**config.mk**
```make
export PLATFORM = sky130hd
export DESIGN_NAME = line_word_mem_adapter
export DESIGN_NICKNAME = d
export VERILOG_FILES = /design/src/rtl/line_adapter_pkg.sv /design/src/rtl/mem_msg_pkg.sv /design/src/rtl/line_word_capture.sv /design/src/rtl/line_word_mem_adapter.sv
export SDC_FILE = /design/constraint.sdc
export NUM_CORES = 1
export LEC_CHECK = 0
export CAP_MARGIN = 20
export CORE_MARGIN = 3
export CORE_UTILIZATION = 35
export DETAILED_ROUTE_END_ITERATION = 10
export GPL_TIMING_DRIVEN = 0
export HOLD_SLACK_MARGIN = 0.08
export PLACE_DENSITY_LB_ADDON = 0.15
export REMOVE_ABC_BUFFERS = 1
export SETUP_SLACK_MARGIN = 0.05
export SKIP_LAST_GASP = 1
export SLEW_MARGIN = 40
export SYNTH_ARGS = -nofsm -noshare
export SYNTH_HDL_FRONTEND = slang
export SYNTH_SLANG_ARGS = --single-unit
```
**constraint.sdc**
```tcl
create_clock -name clk -period 2.5 [get_ports clk]
set_input_delay 0.25 -clock clk [delete_from_list [all_inputs] [get_ports clk]]
set_output_delay 0.25 -clock clk [all_outputs]
set_load 0.005 [all_outputs]
```
**src/rtl/line_adapter_pkg.sv**
```systemverilog
// Shared encodings and FSM state type for the line-to-word memory adapter.
package line_adapter_pkg;

    localparam logic [3:0] MEM_READ       = 4'd0;
    localparam logic [3:0] MEM_WRITE      = 4'd1;
    localparam logic [3:0] MEM_WRITE_INIT = 4'd2;

    localparam int unsigned WORDS_PER_LINE = 4;

    typedef enum logic [1:0] {
        IDLE,
        WR,
        RD,
        RESP
    } state_e;

    // Both write flavours store the line; everything else is treated as a read.
    function automatic logic is_write_type(input logic [3:0] t);
        return (t == MEM_WRITE) || (t == MEM_WRITE_INIT);
    endfunction

endpackage

```
**src/rtl/mem_msg_pkg.sv**
```systemverilog
// Cache memory-port message formats for 16-byte line transfers.
package mem_msg_pkg;

    typedef struct packed {
        logic [3:0]   msg_type;
        logic [7:0]   opaque;
        logic [31:0]  addr;
        logic [3:0]   len;
        logic [127:0] data;
    } mem_req_16B_t;

    typedef struct packed {
        logic [3:0]   msg_type;
        logic [7:0]   opaque;
        logic [1:0]   test;
        logic [3:0]   len;
        logic [127:0] data;
    } mem_resp_16B_t;

endpackage

```
**src/rtl/line_word_capture.sv**
```systemverilog
// Read-data capture: delays each issued read beat by RD_LAT cycles and assembles
// the returned words into a 128-bit line, word 0 in the low bits.
module line_word_capture
    import line_adapter_pkg::*;
#(
    parameter int unsigned RD_LAT = 1
) (
    input  logic                         clk_i,
    input  logic                         rst_ni,
    input  logic                         issue_i,
    input  logic [31:0]                  rdata_i,
    output logic [WORDS_PER_LINE*32-1:0] line_o,
    output logic                         done_o
);

    logic [RD_LAT-1:0]              vld_q, vld_d;
    logic [1:0]                     cnt_q, cnt_d;
    logic [WORDS_PER_LINE*32-1:0]   line_q, line_d;
    logic                           cap;

    if (RD_LAT == 1) begin : g_lat1
        assign vld_d = issue_i;
    end else begin : g_latn
        assign vld_d = {vld_q[RD_LAT-2:0], issue_i};
    end

    assign cap    = vld_q[RD_LAT-1];
    assign done_o = cap && (cnt_q == 2'd3);
    assign line_o = line_q;

    // Store the arriving word into the slot named by the capture counter.
    always_comb begin
        cnt_d  = cnt_q;
        line_d = line_q;
        if (cap) begin
            line_d[{cnt_q, 5'd0} +: 32] = rdata_i;
            cnt_d                       = cnt_q + 2'd1;
        end
    end

    // Valid pipe, capture counter and line register.
    always_ff @(posedge clk_i or negedge rst_ni) begin
        if (!rst_ni) begin
            vld_q  <= '0;
            cnt_q  <= 2'd0;
            line_q <= '0;
        end else begin
            vld_q  <= vld_d;
            cnt_q  <= cnt_d;
            line_q <= line_d;
        end
    end

endmodule

```
**src/rtl/line_word_mem_adapter.sv**
```systemverilog
// Adapts 16-byte line requests from a cache onto a 32-bit single-port word SRAM,
// four beats per line, one request at a time.
// Optional: define LINE_ADAPTER_ALIGN_CHK_EN to add the sticky err_align output
// and flag misaligned requests with test=2'b01 in their response.
module line_word_mem_adapter
    import mem_msg_pkg::*;
    import line_adapter_pkg::*;
#(
    parameter int unsigned AW     = 10,
    parameter int unsigned RD_LAT = 1
) (
    input  logic          clk,
    input  logic          reset,
    input  mem_req_16B_t  req_msg,
    input  logic          req_val,
    output logic          req_rdy,
    output mem_resp_16B_t resp_msg,
    output logic          resp_val,
    input  logic          resp_rdy,
    output logic          sram_ce,
    output logic          sram_we,
    output logic [AW-1:0] sram_addr,
    output logic [31:0]   sram_wdata,
    input  logic [31:0]   sram_rdata
`ifdef LINE_ADAPTER_ALIGN_CHK_EN
    ,
    output logic          err_align
`endif
);

    localparam int unsigned BW = AW - 2;
    localparam int unsigned LW = WORDS_PER_LINE * 32;

    state_e        state_q, state_d;
    logic [1:0]    cnt_q, cnt_d;
    logic          issued_q, issued_d;
    logic [3:0]    type_q, type_d;
    logic [7:0]    opaque_q, opaque_d;
    logic [BW-1:0] base_q, base_d;
    logic [LW-1:0] data_q, data_d;
    logic [1:0]    test_q, test_d;
    logic          rdy_en_q;

    logic          req_fire;
    logic          rd_issue;
    logic          cap_done;
    logic          misaligned;
    logic [LW-1:0] cap_line;

    // Address bits above the SRAM and the byte offset never reach the SRAM.
    logic unused_req_bits;
    assign unused_req_bits = ^{req_msg.addr[31:AW+2], req_msg.addr[3:0], req_msg.len};

    assign req_rdy  = (state_q == IDLE) && rdy_en_q;
    assign req_fire = req_val && req_rdy;
    assign rd_issue = (state_q == RD) && !issued_q;
    assign resp_val = (state_q == RESP);

`ifdef LINE_ADAPTER_ALIGN_CHK_EN
    logic err_q, err_d;

    assign misaligned = (req_msg.addr[3:0] != 4'd0) || (req_msg.len != 4'd0);
    assign err_align  = err_q;

    // Sticky misalignment flag, cleared only by reset.
    always_comb begin
        err_d = err_q | (req_fire && misaligned);
    end

    // Error flag register.
    always_ff @(posedge clk or negedge reset) begin
        if (!reset) begin
            err_q <= 1'b0;
        end else begin
            err_q <= err_d;
        end
    end
`else
    assign misaligned = 1'b0;
`endif

    // Next-state logic: latch the request, walk four issue beats, wait for the line.
    always_comb begin
        state_d  = state_q;
        cnt_d    = cnt_q;
        issued_d = issued_q;
        type_d   = type_q;
        opaque_d = opaque_q;
        base_d   = base_q;
        data_d   = data_q;
        test_d   = test_q;
        case (state_q)
            IDLE: begin
                if (req_fire) begin
                    type_d   = req_msg.msg_type;
                    opaque_d = req_msg.opaque;
                    // Upper line-address bits fall off the top of the SRAM.
                    base_d   = req_msg.addr[AW+1:4];
                    data_d   = req_msg.data;
                    test_d   = misaligned ? 2'b01 : 2'b00;
                    cnt_d    = 2'd0;
                    issued_d = 1'b0;
                    state_d  = is_write_type(req_msg.msg_type) ? WR : RD;
                end
            end
            WR: begin
                cnt_d = cnt_q + 2'd1;
                if (cnt_q == 2'd3) begin
                    state_d = RESP;
                end
            end
            RD: begin
                if (!issued_q) begin
                    cnt_d = cnt_q + 2'd1;
                    if (cnt_q == 2'd3) begin
                        issued_d = 1'b1;
                    end
                end
                if (cap_done) begin
                    state_d = RESP;
                end
            end
            RESP: begin
                if (resp_rdy) begin
                    state_d = IDLE;
                end
            end
            default: state_d = IDLE;
        endcase
    end

    // SRAM beat drive and response assembly.
    always_comb begin
        sram_ce    = 1'b0;
        sram_we    = 1'b0;
        sram_addr  = '0;
        sram_wdata = '0;
        if (rd_issue || (state_q == WR)) begin
            sram_ce   = 1'b1;
            sram_addr = {base_q, cnt_q};
        end
        if (state_q == WR) begin
            sram_we    = 1'b1;
            sram_wdata = data_q[{cnt_q, 5'd0} +: 32];
        end

        resp_msg          = '0;
        resp_msg.msg_type = type_q;
        resp_msg.opaque   = opaque_q;
        resp_msg.test     = test_q;
        resp_msg.data     = is_write_type(type_q) ? '0 : cap_line;
    end

    // Main state registers.
    always_ff @(posedge clk or negedge reset) begin
        if (!reset) begin
            state_q  <= IDLE;
            cnt_q    <= 2'd0;
            issued_q <= 1'b0;
            type_q   <= 4'd0;
            opaque_q <= 8'd0;
            base_q   <= '0;
            data_q   <= '0;
            test_q   <= 2'd0;
        end else begin
            state_q  <= state_d;
            cnt_q    <= cnt_d;
            issued_q <= issued_d;
            type_q   <= type_d;
            opaque_q <= opaque_d;
            base_q   <= base_d;
            data_q   <= data_d;
            test_q   <= test_d;
        end
    end

    // Holds req_rdy low until the first clock edge after reset release.
    always_ff @(posedge clk or negedge reset) begin
        if (!reset) begin
            rdy_en_q <= 1'b0;
        end else begin
            rdy_en_q <= 1'b1;
        end
    end

    line_word_capture #(
        .RD_LAT (RD_LAT)
    ) u_capture (
        .clk_i   (clk),
        .rst_ni  (reset),
        .issue_i (rd_issue),
        .rdata_i (sram_rdata),
        .line_o  (cap_line),
        .done_o  (cap_done)
    );

endmodule

```
Yosys cells after proc, flatten, opt, wreduce, memory -nomap -nowiden
Cells that the tools add are included.
{"block": "word_totals", "ff_bits": 285, "output_inout_bits": 192, "word_cells": 65}
{"block": "op_classes", "addsub": 3, "eq_ne": 14, "n_shift": 3, "muxes": 19, "n_reduce_logical": 15}
{"op": "$bwmux 128", "count": 1}
{"op": "$mux 128", "count": 1}
{"op": "$shift 32x9->128 const A", "count": 1}
{"op": "$shiftx 128x8->32", "count": 1}
{"op": "$shiftx 32x9->128", "count": 1}
{"op": "$mux 32", "count": 1}
{"op": "$mux 2", "count": 7}
{"op": "$mux 10", "count": 1}
{"op": "$neg 7->9", "count": 1}
{"op": "$eq 2x2->1 const B", "count": 4}
{"op": "$eq 4x1->1 const B", "count": 2}
{"op": "$eq 4x2->1 const B", "count": 2}
{"op": "$ne 2x2->1 const B", "count": 4}
{"op": "$pmux 2 s4", "count": 1}
{"op": "$pmux 2 s3", "count": 1}
{"op": "$mux 1", "count": 5}
{"op": "$add 2x1->2 const B", "count": 2}
{"op": "$logic_and 1x1->1", "count": 4}
{"op": "$reduce_and 2->1", "count": 2}
{"op": "$reduce_and 4->1", "count": 1}
{"op": "$logic_or 1x1->1", "count": 3}
{"op": "$reduce_and 3->1", "count": 1}
{"op": "$reduce_bool 3->1", "count": 1}
{"op": "$eq 2x1->1 const B", "count": 1}
{"op": "other kinds (5)", "count": 5}

Depth between registers and ports, before layout
Gate-level depths: netlist of the first run.
{"block": "depth", "word_depth": 5, "mapped_depth": 7}

Cells and area by module
Synthesis of the first run repeated with hierarchy kept, for this count alone.
{"block": "hier_totals", "hier_cells": 1090, "area_unflattened_um2": 13918.3}
{"mod": "line_word_mem_adapter", "instances": 1, "cells_per_inst": 591, "area_each_um2": 8031.5, "seq_area_each_um2": 3853.7}
{"mod": "line_word_capture", "instances": 1, "cells_per_inst": 499, "area_each_um2": 5886.9, "seq_area_each_um2": 3278.1}

Worst setup path before layout of the first run
No wires, ideal clock.
{"block": "synth_path", "kind": "reg-to-reg", "start": "reg u_capture.cnt_q[0]", "end": "reg u_capture.line_q[66] (netlist: u_capture.line_o[66])", "arrival_ns": 1.873, "slack_ns": 0.563, "stages_incl_launch_ff": 8, "path_buffers": 2, "synth_period_minus_slack_ns": 1.937, "path_cell_list": "dfrtp_1 -> buf_2 -> inv_1 -> ha_1 -> nand3b_2 -> nor4b_4 -> buf_6 -> a22o_2"}
{"block": "synth_between", "elab_chain_len": 3}
{"item": "from (decl)", "line": "line_word_capture.sv:17", "source": "logic [1:0] cnt_q, cnt_d;"}
{"item": "from (signal assigned)", "line": "line_word_capture.sv:49", "source": "cnt_q <= cnt_d;"}
{"item": "$neg 7->9 (*)", "line": "line_word_capture.sv:36", "source": "line_d[{cnt_q, 5'd0} +: 32] = rdata_i;"}
{"item": "$shiftx 32x9->128 / $shift 32x9->128 (equally long branches)", "line": "line_word_capture.sv:36"}
{"item": "$bwmux 128 (*)", "line": "line_word_capture.sv:36"}
{"item": "to (signal assigned)", "line": "line_word_capture.sv:50", "source": "line_q <= line_d;"}
{"item": "to (decl)", "line": "line_word_capture.sv:18", "source": "logic [WORDS_PER_LINE*32-1:0] line_q, line_d;"}
Mark *: on every way between the ends. The rest lies on a longest branch, timed or not.
A chain may end at the register's enable or synchronous reset.

==> out/summary.md, run 1 <==
## Global routing
• **via count of the first global-routing pass** 9613
• **total global-route track usage** 0.192
• **number of antenna violations at the first check in global routing** 5
• **largest net degree at the start of global routing** 73
• **first-pass GRT wire length** 58.3 mm
• **grt ovf** 0

## Cells and area
• **area delta synth->final** 49.3%
• **post-layout util** 0.539
• **final net count** 1547
• **layout cell share with drive strength beyond 1** 0.398
• **number of fillers in the final layout** 3030
• **combined flip-flop and latch cell area** 7150 um2
• **post-route non-filler standard cell count** 1804
• **area of the multi-input gates** 5360 um2

## Timing
• **final sum of negative setup slack** -0.467 ns
• **Final Slew Violations** 0
• **achievable clock frequency** 394 MHz
• **Slew HR** 0.621
• **final worst setup slack** -0.0369 ns
• **actual slew at the worst max-slew pin** 0.564 ns
• **RSZ-0062 raised after global routing** yes
• **Final Critical Period** 2.54 ns
• **Post-Route Skew** 0.0265 ns
• **final worst-path cycle share** 1.01
• **Fin. Hold Viols** 0
• **# setup viols final** 25
• **hold slack** 0.157 ns

## Synth
• **Post-Synthesis Cells** 899
• **number of enable-type register cells in the synthesized netlist** 0
• **proportion of synthesized chip area in sequential cells** 0.564
• **Primary FF master, synth** sky130_fd_sc_hd__dfrtp_1
• **area of the mapped netlist** 12600 um2
• **post-synthesis sequential element count** 285
• **number of warning messages in the yosys log** 0
• **mean instance size in the synthesized netlist** 14.1 um2
• **number of distinct library cells after synthesis** 30
• **Async SR Flop Fraction** 1.00

## Placed design
• **half-perimeter wire length after detailed placement** 24.5 mm
• **PortBufs** 369
• **pre-CTS setup slack** -0.308 ns
• **Placed Cells** 1683
• **routability congestion estimate** 0.728

## Run
• **Maximum Capacitance Violations** 0

## Clocking
• **total clock buffers created by CTS** 31
• **worst-case clock buffer depth** 3
• **CTS root buf** sky130_fd_sc_hd__clkbuf_16
• **clock tree from TritonCTS** yes
• **clock transition at the registers of the reported paths** 0.06 ns
• **clock tree sinks** 285
• **count of H-tree levels built during CTS** 1
• **insertion delay of the later-clocked pin in the worst-skew pair** 0.58 ns

## Worst setup path
• **worst endpoint required time** 2.25 ns
• **crit path max fanout** 9
• **Setup CP Type** register to output pin
• **Reg2Reg Setup Slack** 0.15 ns
• **critical path startpoint category** register
• **startpoint of the worst register-to-register path** state_q[1]
• **RR Endpoint** data_q[66]
• **capturing element type of the critical path** output pin
• **Worst Reg-to-Reg Cells** 9
• **Data arrival, critical path** 2.29 ns

## Route
• **DRT Pass-1 Iters** 4
• **routed via count divided by cell count** 5.01
• **DR DRC count** 0
• **Iteration-0 DRC Markers** 346
• **overall routed net length** 38.4 mm
• **Routed WL per cell** 21.3 um
• **total number of vias** 9043
• **remaining antenna violation count** 0

## Floorplanning
• **chip width** 196 um
• **I/O pins** 404
• **initial core utilization** 0.361
• **chip height** 196 um
• **Die ar.** 38400 um2
• **floorplan row count** 68
• **area of the core** 35100 um2

## Power
• **largest vdd supply drop** 0.752 mV
• **power per cell area** 538 nW/um2
• **reported leakage power** 9.15 nW

## Outcome
• **violated checks** setup timing
• **status** finished, violations left

## Min path
• **Hold WC Path Type** primary input to asynchronous set/reset pin

## worst max path at each step
stage | from | endpoint | slack (ns) | depth (start not counted)
final | type_q[1] | resp_msg[123] | -0.04 | 6
after global routing | type_q[0] | resp_msg[56] | -0.12 | 5
after CTS | type_q[1] | resp_msg[101] | -0.12 | 6
after detailed placement | state_q[0] | data_q[66] | -0.31 | 9
after global placement | reset | data_q[117] | -11.80 | 1
after floorplan | state_q[0] | base_q[0] | -2.06 | 5
## where the power goes
part / switching (W) / internal [W]
logic: 0.000228 / 0.000391
clock network: 0.00191 / 0.00294
registers: 0.0000269 / 0.00467
## layout make-up
| cell class | count | share of cell area |
|---|---|---|
| Clock buffer | 48 | 0.0508 |
| Sequential cell | 285 | 0.379 |
| Timing Repair Buffer | 455 | 0.248 |
| Multi-Input combinational cell | 543 | 0.284 |
| Tap cell | 455 | 0.0302 |
| Inverter | 7 | 0.00152 |
| Antenna cell | 1 | 0.000133 |
| Clock inverter | 10 | 0.00729 |
## cells in the final DEF (no fill, tap or decap), types with 20 or more instances in the layout
| master | n |
|---|---|
| sky130_fd_sc_hd__clkbuf_2 | 58 |
| sky130_fd_sc_hd__and2_4 | 36 |
| sky130_fd_sc_hd__dfrtp_1 | 278 |
| sky130_fd_sc_hd__and2_1 | 124 |
| sky130_fd_sc_hd__buf_2 | 23 |
| sky130_fd_sc_hd__clkdlybuf4s15_2 | 20 |
| sky130_fd_sc_hd__clkdlybuf4s50_1 | 202 |
| sky130_fd_sc_hd__buf_4 | 36 |
| sky130_fd_sc_hd__clkbuf_16 | 38 |
| sky130_fd_sc_hd__a22o_1 | 103 |
| sky130_fd_sc_hd__mux2_2 | 150 |
| sky130_fd_sc_hd__dlygate4sd2_1 | 35 |
| sky130_fd_sc_hd__mux4_2 | 32 |
| sky130_fd_sc_hd__buf_16 | 21 |
| sky130_fd_sc_hd__a22o_2 | 26 |
| sky130_fd_sc_hd__buf_6 | 30 |
## sequential cells by signal (all words and copies together) (netlist names)
register and cells:
data_q 128, u_capture.line_o 128, base_q 8, opaque_q 8, type_q 4, cnt_q 2, state_q 2, u_capture.cnt_q 2
issued_q 1, rdy_en_q 1, u_capture.cap 1
## worst max-delay path, stage by stage (launching register included)
cell and delay (ns):
sky130_fd_sc_hd__dfrtp_1 0.41, sky130_fd_sc_hd__xnor2_2 0.15, sky130_fd_sc_hd__or3_4 0.39, sky130_fd_sc_hd__buf_16 0.18, sky130_fd_sc_hd__clkbuf_16 0.17, sky130_fd_sc_hd__and2_1 0.15, sky130_fd_sc_hd__dlygate4sd2_1 0.27
## logic make-up after synthesis
group / after synthesis / synth area share
DFF: 285 / 0.564
and+or+nand+nor: 196 / 0.0990
muxes: 184 / 0.192
AOI/OAI and AO/OA: 136 / 0.0964
buffers and inverters: 81 / 0.0339
adders and majority gates: 12 / 0.0119
xor gates and xnor gates: 3 / 0.00208
other: 2 / 0.000594
## per-layer routing
metal,track usage,share of wire,vias up
met5,0,0.0016,-
met4,0.0359,0.017,10
met3,0.0728,0.10,53
met2,0.310,0.47,328
met1,0.248,0.41,4556
li1,-,-,4096
## cells in the mapped netlist, types with 5 or more instances
cell type / n / area share
sky130_fd_sc_hd__dfrtp_1: 285 / 0.56
sky130_fd_sc_hd__and2_1: 161 / 0.080
sky130_fd_sc_hd__mux2_2: 150 / 0.13
sky130_fd_sc_hd__a22o_1: 103 / 0.071
sky130_fd_sc_hd__mux4_2: 32 / 0.057
sky130_fd_sc_hd__clkbuf_1: 31 / 0.0092
sky130_fd_sc_hd__a22o_2: 26 / 0.021
sky130_fd_sc_hd__buf_4: 21 / 0.012
sky130_fd_sc_hd__buf_2: 19 / 0.0075
sky130_fd_sc_hd__nor2b_1: 15 / 0.0074
sky130_fd_sc_hd__ha_1: 12 / 0.012
sky130_fd_sc_hd__nand2_1: 8 / 0.0024
sky130_fd_sc_hd__inv_1: 7 / 0.0021
sky130_fd_sc_hd__nor2_1: 5 / 0.0015
## stage by stage
step	instance area (um2)	power (W)
after CTS	18700	0.0103
after floorplan	12300	0.00487
after global routing	18900	0.0106
final	18900	0.0102
after global placement	16500	0.00541
after detailed placement	17100	0.00543
## what timing repair did
| item | in CTS | in global routing |
|---|---|---|
| hold buffers | 1 | 0 |
| endpoints found under the setup margin | 266 | 198 |
| pin swaps | 36 | 6 |
| setup buffers | 29 | 15 |
| resized for setup | 385 | 180 |
| hold endpoints to repair | 85 | 0 |
| gates cloned | 13 | 9 |
Power figures use the tool's default switching activity.
==> run 2: changes to the inputs <==
--- a/config.mk
+++ b/config.mk
@@ -6,6 +6,8 @@
 export NUM_CORES = 1
 export LEC_CHECK = 0
 export CAP_MARGIN = 20
+export CELL_PAD_IN_SITES_DETAIL_PLACEMENT = 1
+export CELL_PAD_IN_SITES_GLOBAL_PLACEMENT = 1
 export CORE_MARGIN = 3
 export CORE_UTILIZATION = 35
 export DETAILED_ROUTE_END_ITERATION = 10
==> run 2 against run 1 <==
Net effect: the run still ends with setup timing left; count of clock-buffer cells in the layout grew 4; sequential cell count is the same; die area is the same; critical path type unchanged; largest cell class unchanged; largest power group unchanged; highest routed layer unchanged.
==> out/summary.md, run 2 (synthesis gave the netlist of run 1 again) <==
## Cells and area
• **combined flip-flop and latch cell area** 7140 um2, about the same
• **commonest non-fill, non-tap cell in the layout** sky130_fd_sc_hd__dfrtp_1
• **area of the multi-input gates** 5320 um2, -0.77%
• **commonest non-fill, non-tap cells in the layout** sky130_fd_sc_hd__dfrtp_1 (279), sky130_fd_sc_hd__clkdlybuf4s50_1 (249), sky130_fd_sc_hd__mux2_2 (150)
• **post-layout util** 0.544, +0.00543
• **number of fillers in the final layout** 3515, +16%
• **layout cell share with drive strength beyond 1** 0.349, -0.0484
• **area delta synth->final** 50.8%
• **final net count** 1564, +1.1%

## Outcome
• **status** finished, violations left
• **violated checks** setup timing

## Route
• **overall routed net length** 40.5 mm, +5.4%
• **DR DRC count** 0, unchanged
• **DRT Pass-1 Iters** 4, unchanged
• **Routed WL per cell** 22.2 um, +4.2%
• **routed via count divided by cell count** 5.06, +1.0%
• **remaining antenna violation count** 0, unchanged
• **Iteration-0 DRC Markers** 348, +0.58%
• **total number of vias** 9242, +2.2%

## Worst setup path
• **critical path startpoint category** register
• **Data arrival, critical path** 2.35 ns, +0.06 ns
• **capturing element type of the critical path** output pin
• **crit path max fanout** 25, +16
• **Setup CP Type** register to output pin
• **worst endpoint required time** 2.25 ns, about the same

## Timing
• **actual slew at the worst max-slew pin** 0.705 ns, +0.141 ns
• **Slew HR** 0.526, -0.0950
• **Post-Route Skew** 0.0191 ns, -0.00744 ns
• **final worst-path cycle share** 1.04, +0.0253
• **# setup viols final** 83, +230%
• **achievable clock frequency** 385 MHz, -2.4%
• **final worst setup slack** -0.100 ns, -0.0632 ns
• **Fin. Hold Viols** 0, unchanged
• **Final Critical Period** 2.60 ns, +0.0632 ns
• **RSZ-0062 raised after global routing** yes
• **Final Slew Violations** 0, unchanged

## Floorplanning
• **area of the core** 35100 um2, unchanged
• **initial core utilization** 0.361, unchanged
• **floorplan row count** 68, unchanged
• **I/O pins** 404, unchanged
• **Die ar.** 38400 um2, unchanged
• **chip width** 196 um, unchanged
• **chip height** 196 um, unchanged

## Power
• **fraction of power consumed by sequential logic** 0.457, -0.005
• **fraction of power spent switching nets** 0.215, +0.00169
• **largest vdd supply drop** 0.539 mV, -28%
• **portion of total power attributed to the clock network** 0.482, +0.005
• **Total Power Consumption** 0.0103 W, +1.2%
• **share of total power in combinational logic** 0.062, about the same
• **net switching component of the power** 0.00221 W, +2.0%
• **power per cell area** 539 nW/um2, +0.17%
• **internal power contribution** 0.00807 W, +0.97%
• **reported leakage power** 9.38 nW, +2.4%

## Placed design
• **pre-CTS setup slack** -0.247 ns, +0.0604 ns
• **routability congestion estimate** 0.734, +0.87%
• **half-perimeter wire length after detailed placement** 26.0 mm, +6.3%
• **PortBufs** 369, unchanged

## Global routing
• **first-pass GRT wire length** 61.1 mm, +4.8%
• **grt ovf** 0, unchanged
• **via count of the first global-routing pass** 10103, +5.1%
• **total global-route track usage** 0.203, +0.0114
• **largest net degree at the start of global routing** 69, -5.5%
• **number of antenna violations at the first check in global routing** 15, +10

## Min path
• **Hold WC Path Type** primary input to asynchronous set/reset pin

## Clocking
• **CTS root buf** sky130_fd_sc_hd__clkbuf_16
• **clock tree sinks** 285, unchanged
• **clock tree from TritonCTS** yes
• **count of H-tree levels built during CTS** 2, +1
• **worst-case clock buffer depth** 3, unchanged
• **clock transition at the registers of the reported paths** 0.06 ns, about the same
• **total clock buffers created by CTS** 34, +9.7%
• **insertion delay of the later-clocked pin in the worst-skew pair** 0.52 ns, -0.06 ns

## Run
• **Maximum Capacitance Violations** 0, unchanged

[run 2: cell types whose count changed in the layout (fill, tap and decap cells not counted), sizes merged, moves of 2 or more]
| cell | delta |
|---|---|
| clkbuf | -35 |
| clkdlybuf4s15 | -6 |
| diode | +3 |
| dlymetal6s2s | +13 |
| buf | +9 |
| clkdlybuf4s50 | +47 |
| clkinvlp | -2 |
| dlygate4sd2 | -10 |
[run 2: what timing repair did]
| item | in CTS | in global routing |
|---|---|---|
| hold buffers | 1 | 0 |
| pin swaps | 9 | 12 |
| cloned | 11 | 5 |
| endpoints found under the setup margin | 290 | 233 |
| buffers inserted | 33 | 28 |
| hold endpoints to repair | 158 | 0 |
| resized for setup | 268 | 99 |
[run 2: layout make-up]
cell class	instances	share of cell area
clock inverters	10	0.00755
flip-flops and latches	285	0.375
inverters	7	0.00151
diodes	4	0.000525
multi-input cells	542	0.279
repair buffers	470	0.256
clock buffers	52	0.0508
well taps	455	0.0299
[run 2: worst paths after layout]
check / start / endpoint / slack, ns / depth (start not counted)
worst max-delay path: type_q[3] / resp_msg[116] / -0.10 / 4
worst min-delay path: reset / u_capture.line_o[0] / 0.22 / 2
worst max register to register: u_capture.cnt_q[0] / u_capture.line_o[85] / 0.13 / 7
worst min register to register: u_capture.line_o[102] / u_capture.line_o[102] / 0.49 / 1
max in group asynchronous: reset / data_q[116] / 1.28 / 4
min in group clk: req_msg[51] / data_q[51] / 0.35 / 2
[run 2: power groups by stage]
stage / sequential, W / combinational (W) / clock, W
final: 0.00469 / 0.000635 / 0.00495
after global routing: 0.00470 / 0.000692 / 0.00532
after CTS: 0.00469 / 0.000645 / 0.00508
after detailed placement: 0.00478 / 0.000657 / 0
after global placement: 0.00478 / 0.000625 / 0
after floorplan: 0.00477 / 0.000100 / 0
[run 2: critical path: stages, from the launching register on]
cell and delay (ns):
sky130_fd_sc_hd__dfrtp_2 0.49, sky130_fd_sc_hd__or3_4 0.53, sky130_fd_sc_hd__buf_16 0.20, sky130_fd_sc_hd__and2_1 0.17, sky130_fd_sc_hd__clkdlybuf4s50_1 0.44
[run 2: per-stage QoR]
| stage | hold slack, ns | std cells | cell area [um2] | setup TNS [ns] |
|---|---|---|---|---|
| floorplan | -0.0456 | 830 | 12300 | -314.46 |
| global placement | 0.479 | 1654 | 16500 | -4357.82 |
| detailed placement | 0.150 | 1682 | 17000 | -14.48 |
| CTS | 0.206 | 1789 | 18700 | -11.89 |
| global route | 0.229 | 1824 | 19100 | -11.10 |
| finish | 0.221 | 1825 | 19100 | -4.65 |
[run 2: metal layers]
layer | vias to the layer above | GRT usage | part of all wire
met5 | - | 0 | 0.0020
met4 | 18 | 0.0499 | 0.020
met3 | 68 | 0.0735 | 0.088
met2 | 316 | 0.336 | 0.49
met1 | 4712 | 0.255 | 0.40
li1 | 4128 | - | -
